<file path="src/rtl/fwd_pkg.sv">
// rtl/fwd_pkg.sv - shared types for the EX-stage forwarding and hazard unit
package fwd_pkg;

  localparam int FWD_XLEN   = 32;
  localparam int FWD_REG_AW = 5;

  typedef struct packed {
    logic                  valid;
    logic [FWD_REG_AW-1:0] rd;
    logic [FWD_XLEN-1:0]   data;
  } fwd_entry_t;

  typedef enum logic {
    RUN  = 1'b0,
    WAIT = 1'b1
  } fwd_state_e;

endpackage

</file>
<file path="src/rtl/fwd_shadow_buf.sv">
// rtl/fwd_shadow_buf.sv - buffer of results retired while EX is frozen
module fwd_shadow_buf
  import fwd_pkg::*;
#(
  parameter int XLEN    = FWD_XLEN,
  parameter int REG_AW  = FWD_REG_AW,
  parameter int NUM_SRC = 2,
  parameter int DEPTH   = 2
) (
  input  logic                            clk,
  input  logic                            rst_n,
  input  logic                            cap_retire,
  input  logic [REG_AW-1:0]               cap_rd,
  input  logic [XLEN-1:0]                 cap_data,
  input  logic                            flush,
  input  logic [NUM_SRC-1:0][REG_AW-1:0]  lkp_addr,
  output logic [NUM_SRC-1:0]              lkp_hit,
  output logic [NUM_SRC-1:0][XLEN-1:0]    lkp_data,
  output logic                            ovf
);

  localparam int CW = $clog2(DEPTH + 1);

  logic [DEPTH-1:0]             valid_q, valid_d;
  logic [DEPTH-1:0][REG_AW-1:0] rd_q, rd_d;
  logic [DEPTH-1:0][XLEN-1:0]   data_q, data_d;
  logic [CW-1:0]                cnt_q, cnt_d;
  logic                         ovf_q, ovf_d;
  logic [DEPTH-1:0]             same_rd;
  logic                         cap_en;

  // Valid entries always form a prefix, so cnt_q is also the append slot.
  always_comb begin
    valid_d = valid_q;
    rd_d    = rd_q;
    data_d  = data_q;
    cnt_d   = cnt_q;
    ovf_d   = ovf_q;
    cap_en  = cap_retire && !flush && (cap_rd != '0);
    for (int i = 0; i < DEPTH; i++) begin
      same_rd[i] = valid_q[i] && (rd_q[i] == cap_rd);
    end
    if (flush) begin
      valid_d = '0;
      cnt_d   = '0;
    end else if (cap_en) begin
      if (|same_rd) begin
        for (int i = 0; i < DEPTH; i++) begin
          if (same_rd[i]) data_d[i] = cap_data;
        end
      end else if (cnt_q < CW'(DEPTH)) begin
        for (int i = 0; i < DEPTH; i++) begin
          if (cnt_q == CW'(i)) begin
            valid_d[i] = 1'b1;
            rd_d[i]    = cap_rd;
            data_d[i]  = cap_data;
          end
        end
        cnt_d = cnt_q + 1'b1;
      end else begin
        ovf_d = 1'b1;
      end
    end
  end

  // Later slots are newer, so the last match in slot order wins.
  always_comb begin
    lkp_hit  = '0;
    lkp_data = '0;
    for (int s = 0; s < NUM_SRC; s++) begin
      for (int i = 0; i < DEPTH; i++) begin
        if (valid_q[i] && (rd_q[i] == lkp_addr[s]) && (lkp_addr[s] != '0)) begin
          lkp_hit[s]  = 1'b1;
          lkp_data[s] = data_q[i];
        end
      end
    end
  end

  always_ff @(posedge clk) begin
    if (!rst_n) begin
      valid_q <= '0;
      rd_q    <= '0;
      data_q  <= '0;
      cnt_q   <= '0;
      ovf_q   <= 1'b0;
    end else begin
      valid_q <= valid_d;
      rd_q    <= rd_d;
      data_q  <= data_d;
      cnt_q   <= cnt_d;
      ovf_q   <= ovf_d;
    end
  end

  assign ovf = ovf_q;

endmodule

</file>
<file path="src/rtl/fwd_hazard_unit.sv">
// rtl/fwd_hazard_unit.sv - EX operand forwarding, load-use stall FSM and shadow lookup
module fwd_hazard_unit
  import fwd_pkg::*;
#(
  parameter int XLEN         = FWD_XLEN,
  parameter int REG_AW       = FWD_REG_AW,
  parameter int NUM_SRC      = 2,
  parameter int NUM_FWD      = 2,
  parameter int SHADOW_DEPTH = 2
) (
  input  logic                            clk,
  input  logic                            rst_n,
  input  logic [NUM_SRC-1:0][REG_AW-1:0]  ex_rs_addr,
  input  logic [NUM_SRC-1:0][XLEN-1:0]    ex_rs_rdata,
  input  logic                            ex_advance,
  input  logic [NUM_FWD-1:0][REG_AW-1:0]  stg_rd,
  input  logic [NUM_FWD-1:0]              stg_wb,
  input  logic [NUM_FWD-1:0]              stg_pending,
  input  logic [NUM_FWD-1:0][XLEN-1:0]    stg_data,
  input  logic                            wb_retire,
  output logic [NUM_SRC-1:0][XLEN-1:0]    ex_operand,
  output logic                            load_stall,
  output logic                            shadow_ovf
);

  logic [NUM_SRC-1:0]           sh_hit;
  logic [NUM_SRC-1:0][XLEN-1:0] sh_data;
  logic [NUM_SRC-1:0]           hazard;
  logic                         hazard_any;
  fwd_state_e                   state_q, state_d;

  fwd_shadow_buf #(
    .XLEN    (XLEN),
    .REG_AW  (REG_AW),
    .NUM_SRC (NUM_SRC),
    .DEPTH   (SHADOW_DEPTH)
  ) u_shadow (
    .clk        (clk),
    .rst_n      (rst_n),
    .cap_retire (wb_retire),
    .cap_rd     (stg_rd[NUM_FWD-1]),
    .cap_data   (stg_data[NUM_FWD-1]),
    .flush      (ex_advance),
    .lkp_addr   (ex_rs_addr),
    .lkp_hit    (sh_hit),
    .lkp_data   (sh_data),
    .ovf        (shadow_ovf)
  );

  // Walk oldest to nearest so the nearest matching stage overrides.
  always_comb begin
    ex_operand = '0;
    hazard     = '0;
    for (int s = 0; s < NUM_SRC; s++) begin
      ex_operand[s] = sh_hit[s] ? sh_data[s] : ex_rs_rdata[s];
      for (int i = NUM_FWD - 1; i >= 0; i--) begin
        if (stg_wb[i] && (stg_rd[i] == ex_rs_addr[s]) && (stg_rd[i] != '0)) begin
          ex_operand[s] = stg_data[i];
          hazard[s]     = stg_pending[i];
        end
      end
    end
    hazard_any = |hazard;
  end

  always_comb begin
    state_d    = state_q;
    load_stall = hazard_any;
    unique case (state_q)
      RUN:     if (hazard_any)  state_d = WAIT;
      WAIT:    if (!hazard_any) state_d = RUN;
      default: state_d = RUN;
    endcase
  end

  always_ff @(posedge clk) begin
    if (!rst_n) state_q <= RUN;
    else        state_q <= state_d;
  end

endmodule
</file>
<file path="config.mk">
export PLATFORM = sky130hd
export DESIGN_NAME = fwd_hazard_unit
export DESIGN_NICKNAME = d
export VERILOG_FILES = /design/src/rtl/fwd_pkg.sv /design/src/rtl/fwd_shadow_buf.sv /design/src/rtl/fwd_hazard_unit.sv
export SDC_FILE = /design/constraint.sdc
export NUM_CORES = 1
export LEC_CHECK = 0
export BUFFER_PORTS_ARGS = -buffer_cell sky130_fd_sc_hd__buf_4
export CAP_MARGIN = 20
export CELL_PAD_IN_SITES_DETAIL_PLACEMENT = 0
export CELL_PAD_IN_SITES_GLOBAL_PLACEMENT = 1
export CORE_ASPECT_RATIO = 1.25
export CORE_UTILIZATION = 36
export DETAILED_ROUTE_END_ITERATION = 8
export PLACE_DENSITY_LB_ADDON = 0.1
export SLEW_MARGIN = 0
export SYNTH_ARGS = -nofsm -noshare
export SYNTH_HDL_FRONTEND = slang
export SYNTH_SLANG_ARGS = --single-unit
</file>
<file path="constraint.sdc">
create_clock -name clk -period 3.9 [get_ports clk]
set_clock_uncertainty 0.15 [all_clocks]
set_input_delay 0.975 -clock clk [delete_from_list [all_inputs] [get_ports clk]]
set_output_delay 0.975 -clock clk [all_outputs]
set_load 0.03 [all_outputs]
</file>
# --- Yosys cells after proc, flatten, opt, wreduce, memory -nomap -nowiden ---
# Cells that the tools add are included.
totals:
  ram_bits: 0
  in_bits: 156
  regBits: 79
  latch_bits: 0
  word_cells: 91
  mem_bits_ro: 0
  mem_count: 0
classes:
  n_lt_le_gt_ge: 1
  bitwise_logic: 4
  n_div: 0
  muxes: 24
  n_eq_ne: 13
  n_shift: 0
  multipliers: 0
  n_reduce_logical: 40
  n_addsub: 1
op_table:
  columns: ["op", "n"]
  rows:
  - ["$mux W32", 14]
  - ["$mux W64", 2]
  - ["$eq A5 B5 Y1", 10]
  - ["$logic_and A1 B1 Y1", 20]
  - ["$reduce_and A5 Y1", 4]
  - ["$reduce_bool A5 Y1", 4]
  - ["$reduce_and A4 Y1", 3]
  - ["$mux W1", 8]
  - ["$reduce_bool A2 Y1", 3]
  - ["$reduce_or A2 Y1", 3]
  - ["$ne A2 B1 Y1 const B", 2]
  - ["$not A1 Y1", 4]
  - ["$reduce_and A3 Y1", 1]
  - ["$add A2 B1 Y2 const B", 1]
  - ["$eq A2 B1 Y1 const B", 1]
  - ["$logic_not A2 Y1", 1]
  - ["$lt A2 B2 Y1 const B", 1]
  - ["$logic_not A1 Y1", 1]

# --- Logic depth before layout (Yosys ltp) ---
# Gate-level depths: netlist of the first run.
logic_depth:
  ltp_word: 8
  mapped_depth: 8

# --- Cells and area by module ---
# A second synthesis of the first run with hierarchy kept.
unflattened:
  cells_unflattened: 814
  area_unflattened_um2: 6926.6
by_module_without_submodules:
  columns: ["mod", "cells_each", "instances", "area_each_um2", "seq_area_each_um2"]
  rows:
  - ["fwd_shadow_buf", 449, 1, 4167.7, 1581.5]
  - ["fwd_hazard_unit", 365, 1, 2758.9, 0.0]

# --- Worst setup path before layout of the first run ---
# OpenSTA, ideal clock, no wires.
synth_path:
  kind: "input to output"
  start: "input stg_rd[6] (netlist bit)"
  end: "output ex_operand[53] (netlist bit)"
  required_ns: 2.775
  setup_slack_ns: -0.422
  cell_stages: 7
  path_buffers: 2
  arrival_ns: 3.197
  cell_sequence: "buf_2 or4_4 o21ai_2 nor4_2 or2_1 buf_2 o311ai_1"
synth_rtl:
  columns: ["element", "line_no", "text"]
  rows:
  - ["from (decl)", "fwd_hazard_unit.sv:16", "input logic [NUM_FWD-1:0][REG_AW-1:0] stg_rd,"]
  - ["to (decl)", "fwd_hazard_unit.sv:21", "output logic [NUM_SRC-1:0][XLEN-1:0] ex_operand,"]

==> flow_metrics.py, run 1 <==
metrics = {
    "power": {
        "powerDensity_mw_per_mm2": 231,
        "ir_worst_vdd_mv": 0.173,
        "p_switching_mw": 0.797,
        "pwr-share-clk_pct": 34.8,
        "pwr-share-comb_pct": 33.5,
        "p_sw_share_pct": 29.7,
        "p_int_mw": 1.89,
        "p_leak_nw": 4.83,
        "seq_power_share_pct": 31.7,
    },
    "yosys": {
        "yosysTopAreaCellShare_pct": 24.6,
        "synth_seq_cells": 79,
        "yosys.area.top_type": "dfxtp_1",
        "avgSynthCellArea_um2": 7.21,
        "netlist_instances": 893,
        "syn-num-nets": 1051,
        "synth_area_mm2": 0.00644,
        "ys_warn_count": 0,
        "synth-seq-area-share_pct": 24.6,
        "yosysUniqueCellTypes": 37,
        "synthTopCellsByArea": "dfxtp_1, mux2i_1, nand2_1",
    },
    "detailed_routing": {
        "vias": 7889,
        "route.detailed.drc": 0,
        "wl_per_cell_um": 20.2,
        "wl_um": 27900,
        "firstDrtPassIters": 5,
        "vias_per_cell": 5.70,
        "antenna_left": 0,
        "drt-initial-drc-count": 417,
    },
    "global_routing": {
        "grt_pass1_wl_um": 42200,
        "antenna_found_initial": 0,
        "overflow": 0,
        "grt_util_all_layers_pct": 30.1,
        "grt_pass1_vias": 7811,
        "grt_max_degree": 71,
    },
    "floorplanning": {
        "ioPinCount": 222,
        "rows": 54,
        "core_area_mm2": 0.0175,
        "start_util_pct": 36.8,
        "die_area_mm2": 0.0184,
        "die_h_um": 152,
        "chipWidth_um": 122,
    },
    "critical_path": {
        "endpoint_kind": "output pin",
        "cp.required_ps": 2770,
        "cp_slowest_cell": "or4_4",
        "critical_path.top_delay_family": "simple AND/OR/NAND/NOR gates",
        "crit_buf_inv": 3,
        "arrival_ps": 2970,
        "crit_top_cell": "buf_6",
        "path_cells": "buf_6 > or4_4 > o211ai_1 > nor2_4 > or2_4 > buf_12 > o311ai_4 > buf_6",
        "crit_path_start_kind": "input pin",
        "worst-path-max-fanout": 7,
        "critPathKind": "input pin to output pin",
        "cp_slowest_stage_delay_ps": 530,
    },
    "timing": {
        "period_share_pct": 105,
        "setup_viol": 65,
        "fmax_mhz": 244,
        "finalHoldViolations": 0,
        "rsz0062_at_grt": "true",
        "worst_slack_ps": -196,
        "period_minus_slack_ps": 4100,
        "drv_slew": 0,
        "hold_slack_ps": 308,
        "tightest_slew_ps": 699,
        "slew_headroom_pct": 53.4,
    },
    "clock_tree": {
        "cts_buffers": 9,
        "cts_num_sinks": 79,
        "ctsHtreeMaxLevel": 3,
        "root_buffer": "clkbuf_16",
        "clock_latency_ps": 350,
        "clk_pin_slew_ps": 60,
        "clk_path_buf_depth": 2,
        "postCtsHoldBufs": 0,
        "cts_tree": "yes",
    },
    "place": {
        "gp_congestion": 0.890,
        "io_buffers": 221,
        "place_area_mm2": 0.0105,
        "place_inst": 1347,
        "dp_hpwl_um": 18700,
    },
    "outcome": {
        "status": "finished with violations",
        "violations": "setup timing",
    },
    "flow_run": {
        "maxCapViolations": 0,
    },
    "final_layout": {
        "final_area_mm2": 0.0116,
        "fin_nets": 1312,
        "syn_to_final_growth_pct": 80.7,
        "final_cells": 1383,
        "num_antenna_cells": 0,
        "drive_above_1_share_pct": 43.5,
    },
    "min_path": {
        "hp-class": "flop to flop",
    },
}
worst register-to-register path: cells and delay by family (launching register included):
kind	cells	cell delay, ps
xor gates and xnor gates	1	180
buffers and inverters	1	270
DFF	1	380
AOI/OAI and AO/OA	1	210
muxes	1	280
and+or+nand+nor	2	780
per-layer routing:
layer	share of wire [%]	track usage [%]	wire (um)
met1	42	36.6	11700
met2	50	53.2	13900
met3	5.1	3.56	1410
met4	3.2	13.0	880
met5	0	0	0
cells by family (layout without fill, tap and decap cells):
group,count (synthesis),after routing,synth area share [%]
adders and majority gates,2,2,0.388
buffers and inverters,133,399,9.44
AOI/OAI and AO/OA,145,145,18.9
DFF,79,79,24.6
muxes,75,75,11.7
xor gates and xnor gates,50,50,6.80
and+or+nand+nor,409,409,28.2
through the flow:
step | TNS [ps] | power [mW] | utilization [%] | worst slack (ps)
finish | -8290 | 2.68 | 66.5 | -196
global route | -11960 | 2.78 | 66.5 | -228
CTS | -7640 | 2.68 | 65.1 | -168
detailed placement | -11770 | 1.69 | 60.0 | -231
global placement | -10640 | 1.68 | 60.0 | -215
floorplan | -2370 | 1.34 | - | -75.3
cell type report:
type,instances,area [um^2]
Inverter,36,135
Timing Repair Buffer,347,3420
Fill cell,1451,5860
Multi-Input combinational cell,681,5900
Clock inverter,3,65.1
Clock buffer,13,260
Sequential cell,79,1580
Tap cell,224,280
Yosys cell counts (all sizes together):
library cell and instances:
a211oi 64, a22oi 1, a2bb2oi 2, and2 2, and3 2, buf 32, clkbuf 65, dfxtp 79
ha 2, inv 36, mux2i 75, nand2 181, nand3 68, nand4 4, nor2 66, nor2b 1
nor3 68, nor4 6, nor4b 1, o211a 3, o211ai 4, o21a 4, o21ai 3, o311ai 64
or2 6, or4 4, xnor2 30, xor2 20
power by group through the flow:
stage               sequential (mW)  clock [mW]  combinational (mW)
floorplan                     0.863           0               0.481
global placement              0.867           0               0.814
detailed placement            0.868           0               0.819
CTS                           0.850       0.949               0.881
global route                  0.853       0.983               0.945
finish                        0.851       0.935               0.899
sequential cells by signal, indices dropped and copies added, names as in the netlist:
signal            count
u_shadow.data_q      64
u_shadow.rd_q        10
u_shadow.cnt_q        2
u_shadow.valid_q      2
u_shadow.ovf          1
path summary, 6_finish.rpt:
kind                       start                  end  slack, ps  cells past startpoint
min reg2reg  u_shadow.data_q[15]  u_shadow.data_q[15]        310                      2
min          u_shadow.data_q[15]  u_shadow.data_q[15]        310                      2
max                    stg_rd[4]        ex_operand[0]       -200                      8
max reg2reg     u_shadow.rd_q[4]  u_shadow.data_q[32]       1580                      6
cell usage in the layout (no fill, tap or decap), types with 5 or more instances in the layout:
cell	instances
a211oi_1	23
a211oi_2	18
a211oi_4	23
buf_12	27
buf_16	6
buf_4	229
buf_6	81
clkbuf_16	12
dfxtp_1	79
inv_1	36
mux2i_1	75
nand2_1	181
nand3_1	65
nor2_1	64
nor3_1	55
nor3_2	13
o311ai_4	64
or2_4	5
xnor2_1	30
xor2_1	20
repair_timing:
item,CTS,global route
setup buffers,6,7
endpoints found under the setup margin,65,65
gates resized for setup,100,24
cloned,6,4
pin swaps,18,14
Power figures use the tool's default switching activity.
==> inputs of run 2 (changes only) <==
--- a/config.mk
+++ b/config.mk
@@ -10,9 +10,10 @@
 export CELL_PAD_IN_SITES_DETAIL_PLACEMENT = 0
 export CELL_PAD_IN_SITES_GLOBAL_PLACEMENT = 1
 export CORE_ASPECT_RATIO = 1.25
-export CORE_UTILIZATION = 36
+export CORE_UTILIZATION = 30
 export DETAILED_ROUTE_END_ITERATION = 8
 export PLACE_DENSITY_LB_ADDON = 0.1
+export RECOVER_POWER = 25
 export SLEW_MARGIN = 0
 export SYNTH_ARGS = -nofsm -noshare
 export SYNTH_HDL_FRONTEND = slang
==> run 2 against run 1 <==
The flow still finishes with violations (setup timing). Die area grew 20%. Clock power hardly changed. Register-to-register slack lost 710 ps. Power hardly changed. Non-clock buffer count down 3. Clock-buffer cell count shrank 2. Sequential share of layout area up 0.053 points. Critical path type unchanged. Highest routed layer unchanged.
==> flow_metrics.py, run 2 (synthesis results as in run 1) <==
metrics = {
    "clock_tree": {
        "clock_latency_ps": 350,
        "ctsHtreeMaxLevel": 3,
        "root_buffer": "clkbuf_16",
        "clk_pin_slew_ps": 60,
        "cts_tree": "yes",
        "cts_num_sinks": 79,
        "clk_path_buf_depth": 2,
        "cts_buffers": 9,
        "postCtsHoldBufs": 0,
    },
    "final_layout": {
        "reg.largest.list": "u_shadow.data_q x64, u_shadow.rd_q x10",
        "largest_register_ffs": 64,
        "fin_nets": 1309,
        "regArea_mm2": 0.00158,
        "regMostFlops": "u_shadow.data_q",
        "final_cells": 1430,
        "final_common_cell": "buf_4",
        "multi_input_area_mm2": 0.00587,
        "finish.utilization_pct": 55.3,
        "syn_to_final_growth_pct": 80.0,
        "final_cell_mix": "buf_4, nand2_1, buf_6",
        "num_antenna_cells": 0,
        "drive_above_1_share_pct": 42.9,
        "fill_cells": 1997,
    },
    "min_path": {
        "worstHoldPathCells": 2,
        "hp-class": "flop to flop",
        "holdPathEnd": "u_shadow.data_q[29]",
        "hp-start": "u_shadow.data_q[29]",
    },
    "outcome": {
        "violations": "setup timing",
        "status": "finished with violations",
    },
    "timing": {
        "rsz0062_at_grt": "true",
        "worst_slack_ps": -188,
        "period_share_pct": 105,
        "drv_slew": 0,
        "tightest_slew_ps": 1290,
        "slew_headroom_pct": 13.7,
        "hold_slack_ps": 313,
        "finalHoldViolations": 0,
        "setup_viol": 65,
        "period_minus_slack_ps": 4090,
        "fmax_mhz": 245,
    },
    "floorplanning": {
        "ioPinCount": 222,
        "chipWidth_um": 133,
        "die_h_um": 166,
        "core_area_mm2": 0.0210,
        "start_util_pct": 30.7,
        "die_area_mm2": 0.0221,
        "rows": 59,
    },
    "detailed_routing": {
        "drt-initial-drc-count": 508,
        "wl_per_cell_um": 20.2,
        "vias_per_cell": 5.42,
        "firstDrtPassIters": 4,
        "route.detailed.drc": 0,
        "wl_um": 28900,
        "antenna_left": 0,
        "vias": 7753,
    },
    "global_routing": {
        "overflow": 0,
        "grt_pass1_vias": 8026,
        "grt_max_degree": 72,
        "antenna_found_initial": 0,
        "grt_util_all_layers_pct": 26.4,
        "grt_pass1_wl_um": 44900,
    },
    "critical_path": {
        "crit_path_start": "stg_rd[4]",
        "arrival_ps": 2960,
        "regToRegEndpoint": "u_shadow.data_q[46]",
        "endpoint_kind": "output pin",
        "timing.reg2reg.worst_path_depth": 6,
        "critPathKind": "input pin to output pin",
        "rrSetupSlack_ps": 870,
        "crit_path_start_kind": "input pin",
        "cp.required_ps": 2770,
        "rr_startpoint": "u_shadow.rd_q[4]",
        "worst-path-max-fanout": 12,
    },
    "power": {
        "powerDensity_mw_per_mm2": 231,
        "ir_worst_vdd_mv": 0.167,
        "p_leak_nw": 4.80,
    },
    "place": {
        "dp_hpwl_um": 20200,
        "place_inst": 1396,
        "io_buffers": 221,
        "gp_congestion": 0.827,
    },
    "flow_run": {
        "maxCapViolations": 0,
    },
}
-- run 2: cell types whose count changed in the layout (fill, tap and decap cells not counted), sizes merged --
cell / change
buf: -7
clkinv: +1
clkinvlp: +1
clkbuf: +2
-- run 2: metal layers --
metal | routed length (um) | global-route usage (%) | up-vias | part of all wire, %
li1 | - | - | 3664 | -
met1 | 11900 | 32.2 | 3769 | 41
met2 | 14700 | 47.2 | 282 | 51
met3 | 1700 | 4.27 | 38 | 5.9
met4 | 573 | 7.55 | 0 | 2.0
met5 | 0 | 0 | - | 0
-- run 2: per-stage QoR --
stage / power [mW] / worst slack [ps] / setup TNS [ps] / cell area [um^2]
2_1_floorplan: 1.34 / -75.3 / -2370 / 7980
3_3_place_gp: 1.69 / -241 / -11310 / 10500
3_5_place_dp: 1.70 / -268 / -12140 / 10500
4_1_cts: 2.69 / -226 / -8720 / 11400
5_1_grt: 2.77 / -237 / -11090 / 11600
6_report: 2.68 / -188 / -7420 / 11600
-- run 2: final cells by class --
class	instances	area share [%]
Tap cell	274	2.96
Sequential cell	79	13.6
Inverter	36	1.17
Timing Repair Buffer	344	28.8
Multi-Input combinational cell	681	50.7
Clock inverter	5	0.702
Clock buffer	11	2.09
-- run 2: worst max path at each step --
stage                      to  slack [ps]
2_1_floorplan  ex_operand[52]         -80
3_3_place_gp   ex_operand[62]        -240
3_5_place_dp   ex_operand[30]        -270
4_1_cts        ex_operand[30]        -230
5_1_grt        ex_operand[62]        -240
6_report       ex_operand[62]        -190
-- run 2: worst max-delay path, stage by stage --
cell and delay, ps:
buf_6 90, or4_4 530, o211ai_1 320, nor2_4 70, or2_4 300, buf_12 180
o311ai_4 300, buf_6 180
-- run 2: what timing repair did --
item | 4_1_cts | 5_1_grt
buffers inserted | 10 | 7
pin swaps | 18 | 32
gates cloned | 2 | 2
resized for setup | 94 | 37
endpoints found under the setup margin | 65 | 65
-- run 2: power breakdown --
part | internal, mW | switching [mW] | total [mW]
clock | 0.579 | 0.358 | 0.936
sequential | 0.832 | 0.0181 | 0.850
combinational | 0.457 | 0.439 | 0.896
